**config.mk**
```make
export PLATFORM = sky130hd
export DESIGN_NAME = mult_div_unit
export DESIGN_NICKNAME = d
export VERILOG_FILES = /design/src/rtl/mult_div_unit.sv
export SDC_FILE = /design/constraint.sdc
export NUM_CORES = 1
export LEC_CHECK = 0
export BUFFER_PORTS_ARGS = -buffer_cell sky130_fd_sc_hd__buf_2
export CAP_MARGIN = 10
export CORE_UTILIZATION = 40
export DETAILED_ROUTE_END_ITERATION = 8
export HOLD_SLACK_MARGIN = 0.06
export PLACE_DENSITY = 0.58
export SYNTH_ARGS = -nofsm -noshare
export SYNTH_HDL_FRONTEND = slang
export SYNTH_SLANG_ARGS = --single-unit
```
**constraint.sdc**
```tcl
create_clock -name clk -period 7.45 [get_ports clk]
set_input_delay 0.745 -clock clk [delete_from_list [all_inputs] [get_ports clk]]
set_output_delay 0.745 -clock clk [all_outputs]
set_load 0.03 [all_outputs]
```
**src/rtl/mult_div_unit.sv**
```systemverilog
// ============================================================================
// mult_div_unit -- multicycle shift-add multiply / restoring divide, one bit
// per clock, HI/LO result pair with divide-by-zero pulse.
// Optional: define MULTDIV_UNSIGNED_EN to honour op[0] (multu/divu).
// Revision: 1.0
// ============================================================================
`default_nettype none

module mult_div_unit #(
  parameter int WIDTH = 32
) (
  input  logic             clk,
  input  logic             reset,
  input  logic             start,
  input  logic [1:0]       op,
  input  logic [WIDTH-1:0] a,
  input  logic [WIDTH-1:0] b,
  output logic             busy,
  output logic             done,
  output logic             div0,
  output logic [WIDTH-1:0] hi,
  output logic [WIDTH-1:0] lo
);

  localparam int                  c_cnt_w = $clog2(WIDTH);
  localparam logic [c_cnt_w-1:0] c_last  = c_cnt_w'(WIDTH - 1);
  localparam logic [c_cnt_w-1:0] c_one   = c_cnt_w'(1);

  typedef enum logic [1:0] {
    ST_IDLE = 2'd0,
    ST_RUN  = 2'd1,
    ST_FIX  = 2'd2,
    ST_ZERO = 2'd3
  } state_t;

  state_t r_state, w_state_nxt;

  logic                 r_is_div;
  logic                 r_neg_q;
  logic                 r_neg_r;
  logic [WIDTH-1:0]     r_mcand;
  logic [2*WIDTH-1:0]   r_acc;
  logic [c_cnt_w-1:0]   r_cnt;

  logic                 w_signed;
  logic                 w_a_neg, w_b_neg;
  logic [WIDTH-1:0]     w_abs_a, w_abs_b;
  logic                 w_accept;
  logic                 w_busy_nxt, w_done_nxt, w_div0_nxt;

`ifdef MULTDIV_UNSIGNED_EN
  assign w_signed = ~op[0];
`else
  logic w_unused_op0;
  assign w_unused_op0 = op[0];
  assign w_signed     = 1'b1;
`endif

  // Operands are iterated as magnitudes; signs are reapplied in FIX.
  assign w_a_neg = w_signed & a[WIDTH-1];
  assign w_b_neg = w_signed & b[WIDTH-1];
  assign w_abs_a = w_a_neg ? -a : a;
  assign w_abs_b = w_b_neg ? -b : b;

  // ---------------------------------------------------------------- control
  always_comb begin
    w_state_nxt = r_state;
    w_accept    = 1'b0;
    w_busy_nxt  = busy;
    w_done_nxt  = 1'b0;
    w_div0_nxt  = 1'b0;
    case (r_state)
      ST_IDLE: begin
        if (start) begin
          w_accept    = 1'b1;
          w_busy_nxt  = 1'b1;
          w_state_nxt = (op[1] && (b == '0)) ? ST_ZERO : ST_RUN;
        end
      end
      ST_RUN: begin
        if (r_cnt == c_last) w_state_nxt = ST_FIX;
      end
      ST_FIX: begin
        w_state_nxt = ST_IDLE;
        w_done_nxt  = 1'b1;
        w_busy_nxt  = 1'b0;
      end
      ST_ZERO: begin
        w_state_nxt = ST_IDLE;
        w_done_nxt  = 1'b1;
        w_div0_nxt  = 1'b1;
        w_busy_nxt  = 1'b0;
      end
      default: w_state_nxt = ST_IDLE;
    endcase
  end

  always_ff @(posedge clk or posedge reset) begin
    if (reset) begin
      r_state <= ST_IDLE;
      busy    <= 1'b0;
      done    <= 1'b0;
      div0    <= 1'b0;
    end else begin
      r_state <= w_state_nxt;
      busy    <= w_busy_nxt;
      done    <= w_done_nxt;
      div0    <= w_div0_nxt;
    end
  end

  // --------------------------------------------------------------- datapath
  logic [WIDTH:0]       w_mul_sum;
  logic [2*WIDTH-1:0]   w_mul_step;
  logic [WIDTH:0]       w_div_trial;
  logic [2*WIDTH-1:0]   w_div_step;
  logic [2*WIDTH-1:0]   w_prod_fix;
  logic [WIDTH-1:0]     w_quo_fix, w_rem_fix;

  assign w_mul_sum  = {1'b0, r_acc[2*WIDTH-1:WIDTH]} +
                      {1'b0, (r_acc[0] ? r_mcand : {WIDTH{1'b0}})};
  assign w_mul_step = {w_mul_sum, r_acc[WIDTH-1:1]};

  // Shifted remainder needs WIDTH+1 bits; a clear top bit of the trial
  // difference means the subtraction is kept.
  assign w_div_trial = r_acc[2*WIDTH-1:WIDTH-1] - {1'b0, r_mcand};
  assign w_div_step  = {(w_div_trial[WIDTH] ? r_acc[2*WIDTH-2:WIDTH-1]
                                            : w_div_trial[WIDTH-1:0]),
                        r_acc[WIDTH-2:0], ~w_div_trial[WIDTH]};

  assign w_prod_fix = r_neg_q ? -r_acc : r_acc;
  assign w_quo_fix  = r_neg_q ? -r_acc[WIDTH-1:0] : r_acc[WIDTH-1:0];
  assign w_rem_fix  = r_neg_r ? -r_acc[2*WIDTH-1:WIDTH] : r_acc[2*WIDTH-1:WIDTH];

  always_ff @(posedge clk or posedge reset) begin
    if (reset) begin
      r_is_div <= 1'b0;
      r_neg_q  <= 1'b0;
      r_neg_r  <= 1'b0;
      r_mcand  <= '0;
      r_acc    <= '0;
      r_cnt    <= '0;
      hi       <= '0;
      lo       <= '0;
    end else begin
      case (r_state)
        ST_IDLE: begin
          if (w_accept) begin
            r_is_div <= op[1];
            r_neg_q  <= w_a_neg ^ w_b_neg;
            r_neg_r  <= w_a_neg & op[1];
            r_cnt    <= '0;
            if (op[1]) begin
              r_acc   <= {{WIDTH{1'b0}}, w_abs_a};
              r_mcand <= w_abs_b;
            end else begin
              r_acc   <= {{WIDTH{1'b0}}, w_abs_b};
              r_mcand <= w_abs_a;
            end
          end
        end
        ST_RUN: begin
          r_acc <= r_is_div ? w_div_step : w_mul_step;
          r_cnt <= r_cnt + c_one;
        end
        ST_FIX: begin
          if (r_is_div) begin
            hi <= w_rem_fix;
            lo <= w_quo_fix;
          end else begin
            hi <= w_prod_fix[2*WIDTH-1:WIDTH];
            lo <= w_prod_fix[WIDTH-1:0];
          end
        end
        default: ;
      endcase
    end
  end

endmodule

`default_nettype wire

```
* Word level (Yosys, flattened, before mapping)
Cells that the tools add are included.
Word-level totals: bits in read-only memories 0, memories 0, input bits 69, logic and storage cells 66, RAM bits 0, bits in latches 0, bits in registers 173, output and inout bits 67
Cells by class: multiply operators 0, reductions and logical operators 10, eq/ne operators 7, multiplexer cells 26, bitwise gates (word level) 3, $lt $le $gt $ge 0, divide/modulo/power cells 0, shift-type cells 0, $add $sub $neg 8
Operators with widths (number):
- $mux 32 | 10
- $mux 64 | 3
- $neg 32->32 | 4
- $pmux 64 s2 | 1
- $neg 64->64 | 1
- $add 32x32->33 | 1
- $sub 33x32->33 | 1
- $logic_not 32->1 | 1
- $pmux 5 s2 | 1
- $reduce_and 2->1 | 4
- $mux 2 | 3
- $ne 2x2->1 const B | 3
- $pmux 2 s3 | 1
- $add 5x1->5 const B | 1
- $eq 5x5->1 const B | 1
- $mux 1 | 5
- $mux 5 | 1
- $eq 2x2->1 const B | 2
- $reduce_bool 2->1 | 2
- $eq 2x1->1 const B | 1
- $logic_not 2->1 | 1
- $pmux 1 s2 | 1
- $reduce_or 2->1 | 1
- $and 1x1->1 | 1
- 3 further kinds | 3

* Logic depth before layout (Yosys ltp)
word-level depth 5, depth in mapped cells 15, depth with buffers taken out 14

* Worst setup path after synthesis
OpenSTA, ideal clock, no wires.
path kind flip-flop to flip-flop, from register r_acc[0], to register r_acc[63], stages on the path, launching flop included 15, slack 4.102 ns, period minus slack after synthesis 3.348 ns, path buffers 1, arrival 3.214 ns, cell sequence dfrtp_1 > inv_1 > clkbuf_1 > nor2_1 > ha_1 > o211ai_1 > a21oi_1 > o41ai_1 > o21ai_0 > a21oi_1 > a211o_1 > nor2_1 > and3_1 > o41ai_1 > a21oi_1
Between the ends: cells in the longest elaborated chain, start to end 4
Ends and longest elaborated chain:
- start: declaration | line 42 | logic [2*WIDTH-1:0] r_acc;
- start signal: assignment | line 154 | r_acc <= {{WIDTH{1'b0}}, w_abs_a};
- start signal: assignment | line 157 | r_acc <= {{WIDTH{1'b0}}, w_abs_b};
- start signal: assignment | line 163 | r_acc <= r_is_div ? w_div_step : w_mul_step;
- $mux 32 | line 121 | {1'b0, (r_acc[0] ? r_mcand : {WIDTH{1'b0}})};
- $add 32x32->33 | line 120 | assign w_mul_sum = {1'b0, r_acc[2*WIDTH-1:WIDTH]} +
- $mux 64 | line 163
- $pmux 64 s2 | line 146 | case (r_state)
Every way passes these cells. A chain may end at the register's enable or synchronous reset.

* Worst setup path after layout
Same ends and word-level chain as after synthesis.

==> metrics.md <==
| Metric | Value |
|---|---|
| Die height | 190 um |
| Crit path kind | flop to flop |
| Worst-Margin Slew | 1.18 ns |
| DP HPWL | 32,800 um |
| WP data arrival | around 5 ns |
| EDFF count, synth | 0 |
| Area Overhead vs Synth | 10.8% |
| Placer Congestion | 0.914 |
| Mapped Area | roughly 14,000 um^2 |
| R2r setup slk | 2.87 ns |
| CP peak stage delay | 0.85 ns |
| Top-count cell post-synth | nand2_1 |
| Yosys top cell area share | 0.307 |
| Vias | 12,840 |
| Final Max Tran Viols | 0 |
| Register area share after synthesis | 0.307 |
| R2R Path End | r_acc[63] |
| Yosys reg bits | 173 |
| Starting Density | 0.407 |
| Worst path most repeated cell | a21oi_1 |
| # setup viols final | 0 |
| Clk root buf | clkbuf_16 |
| Slowest-stage cell, CP | o41ai_1 |
| # DRC | 0 |
| Final hold violations | 0 |
| Max Fclk | around 220 MHz |
| Initial antenna violation count | 0 |
| Reg2reg start | r_acc[0] |
| Synth warn | 0 |
| CP endpoint kind | flop |
| CTS tree | done |
| Worst path cell trace | inv_1 -> buf_4 -> nor2_1 -> ha_1 -> o211ai_1 -> a21oi_1 -> o41ai_1 -> o21ai_0 -> a21oi_1 -> a211o_1 -> nor2_1 -> and3_1 -> o41ai_1 -> a21oi_1 |
| Core ar. | 34,600 um^2 |
| Total CTS buffers | 17 |
| RSZ-0062 raised after global routing | false |
| Number of global-route vias before repair | 12,344 |
| Die Width | 190 um |
| Pin count of the biggest net entering global routing | 129 |
| Clock buffer depth | 2 |
| Final TNS setup | 0 ns |
| Final WL | ~43,000 um |
| Total power | 0.00778 W |
| Min Tclk post-route | 4.58 ns |
| CP required | 7.77 ns |
| Total of max-cap violations | 0 |
| Die Area | 36,000 um^2 |
| Reg2Reg Depth | 14 |
| Rel. slew slack | 0.211 |
| Share of cells above drive strength 1 | 0.121 |
| Power density cells | 498 nW/um^2 |
| Netlist cell types | 76 |
| Area contributors post-synth | dfrtp_1 (31%), o21ai_0 (7.1%), ha_1 (6.2%), nand2_1 (5.9%), xor2_1 (5.8%) |
| # rows | 68 |
| Nets@finish | 1,940 |
| Worst setup SP type | flop |
| WL/cell | 19.1 um |
| Cell taking the most area after synthesis | dfrtp_1 |
| Worst vdd ir | 0.275 mV |
| Initial drt markers | 965 |
| Tcrit/Tclk final | 0.615 |
| Hold-fix buffers, CTS | 0 |
| FILL cells | roughly 3,600 |
| H-tree lvl count | 4 |
| Post-CTS Resized | 0 |
| Critical Path Stages | 14 |
| Clock skew | 0.0131 ns |
| Worst skew pair latency | 0.45 ns |
| IO Port Bufs | 134 |
| CP max FO | 30 |
| Lkg Pwr | 7.00 nW |
| Syn nets | 1,884 |
| HP Class | input port to asynchronous set/reset pin |
| Global-route wire length before repair | 68,600 um |
| Ys async rst share | 1.00 |
| Overflow after GRT | 0 |
| Crit path buffers/inverters | 2 |
| DR pass1 iterations | 6 |
| Avg Cell Area, Syn | between 8 and 9 um^2 |
| Clk slew on worst S/H paths | approximately 0.07 ns |
| TritonCTS Sinks | 173 |
| Global Route Usage Sum | 0.245 |
| Via-to-Cell Ratio | ~5.7 |
| Post-CTS Setup Bufs | 0 |
| Status | finished, final reports clean |
| Ys flop type | dfrtp_1 |
| Ports | 136 |
| ANT cells | 0 |
| Synthesized netlist cell count | roughly 1,700 |
| Antenna viol nets, final | 0 |
| CP top delay family | compound AO/OA/AOI/OAI gates |
| List of most frequent post-synthesis cells | nand2_1 (222), o21ai_0 (201), dfrtp_1 (173) |
metal layers:
layer | track usage | up-vias | part of all wire
met5 | 0 | - | 0
met4 | 0.0853 | 0 | 0.028
met3 | 0.0328 | 50 | 0.050
met2 | 0.382 | 327 | 0.44
met1 | 0.346 | 6073 | 0.49
li1 | - | 6390 | -
power breakdown:
| group | switching (W) | leakage [nW] | internal (W) |
|---|---|---|---|
| clock network | 0.000430 | 0.283 | 0.000482 |
| logic | 0.00291 | 4.54 | 0.00200 |
| registers | 0.000661 | 2.18 | 0.00130 |
metrics by stage:
step	std cells	hold slack, ns	cell area, um^2	worst slack, ns	utilization
floorplan	1743	0.450	14100	2.02	-
global placement	2235	0.456	15000	3.03	0.434
detailed placement	2235	0.465	15000	3.00	0.434
CTS	2267	0.246	15600	2.95	0.451
global route	2267	0.261	15600	2.67	0.451
finish	2267	0.247	15600	2.87	0.451
final cells by class:
| class | instances | area (um^2) | share of cell area |
|---|---|---|---|
| clock inverters | 14 | 153 | 0.00977 |
| well taps | 455 | 569 | 0.0364 |
| multi-input cells | 1403 | 9160 | 0.586 |
| repair buffers | 143 | 741 | 0.0474 |
| clock buffers | 18 | 439 | 0.0281 |
| inverters | 61 | 234 | 0.0150 |
| flip-flops and latches | 173 | 4330 | 0.277 |
cell usage in the layout (no fill, tap or decap), drive strengths merged, types with 14 or more instances in the layout:
| cell | synthesis | final |
|---|---|---|
| a31oi | 16 | 16 |
| ha | 70 | 70 |
| dfrtp | 173 | 173 |
| a21o | 36 | 36 |
| inv | 61 | 67 |
| a21oi | 118 | 118 |
| nor4 | 18 | 18 |
| or3 | 16 | 16 |
| a211oi | 52 | 52 |
| nand2 | 224 | 224 |
| xnor2 | 82 | 82 |
| nand3 | 24 | 24 |
| buf | 16 | 143 |
| o21ai | 213 | 213 |
| o31ai | 33 | 33 |
| nor2 | 120 | 120 |
| o41ai | 20 | 20 |
| xor2 | 93 | 93 |
| nand2b | 20 | 20 |
| or4 | 17 | 17 |
| clkbuf | 90 | 18 |
| nor3 | 30 | 30 |
| mux2i | 58 | 58 |
| a22oi | 14 | 14 |
flip-flops by register name (all words and copies together) (netlist names):
register and cells:
busy 1, div0 1, done 1, hi 32, lo 32, r_acc 64
r_cnt 5, r_is_div 1, r_mcand 32, r_neg_q 1, r_neg_r 1, r_state 2
logic make-up after synthesis:
group | after synthesis | synth area share
buf+inv | 167 | 0.0455
flops | 173 | 0.307
fa+ha+maj | 72 | 0.0649
xor+xnor | 175 | 0.109
mux | 63 | 0.0451
compound gates | 571 | 0.254
simple gates | 522 | 0.175
worst register-to-register path, delay by kind of cell, from the launching register on:
family,cells,cell delay (ns)
buf+inv,2,0.54
flops,1,0.49
simple gates,3,0.38
compound gates,8,2.69
fa+ha+maj,1,0.36
worst max-delay path by stage:
stage,startpoint,endpoint,slack [ns]
3_3_place_gp,r_acc[0],r_acc[63],3.03
6_report,r_acc[0],r_acc[63],2.87
2_1_floorplan,reset,busy,2.02
5_1_grt,r_acc[0],r_acc[63],2.67
4_1_cts,r_acc[0],r_acc[63],2.95
3_5_place_dp,r_acc[0],r_acc[63],3.00
No activity file was read; power rests on OpenSTA's default activity.
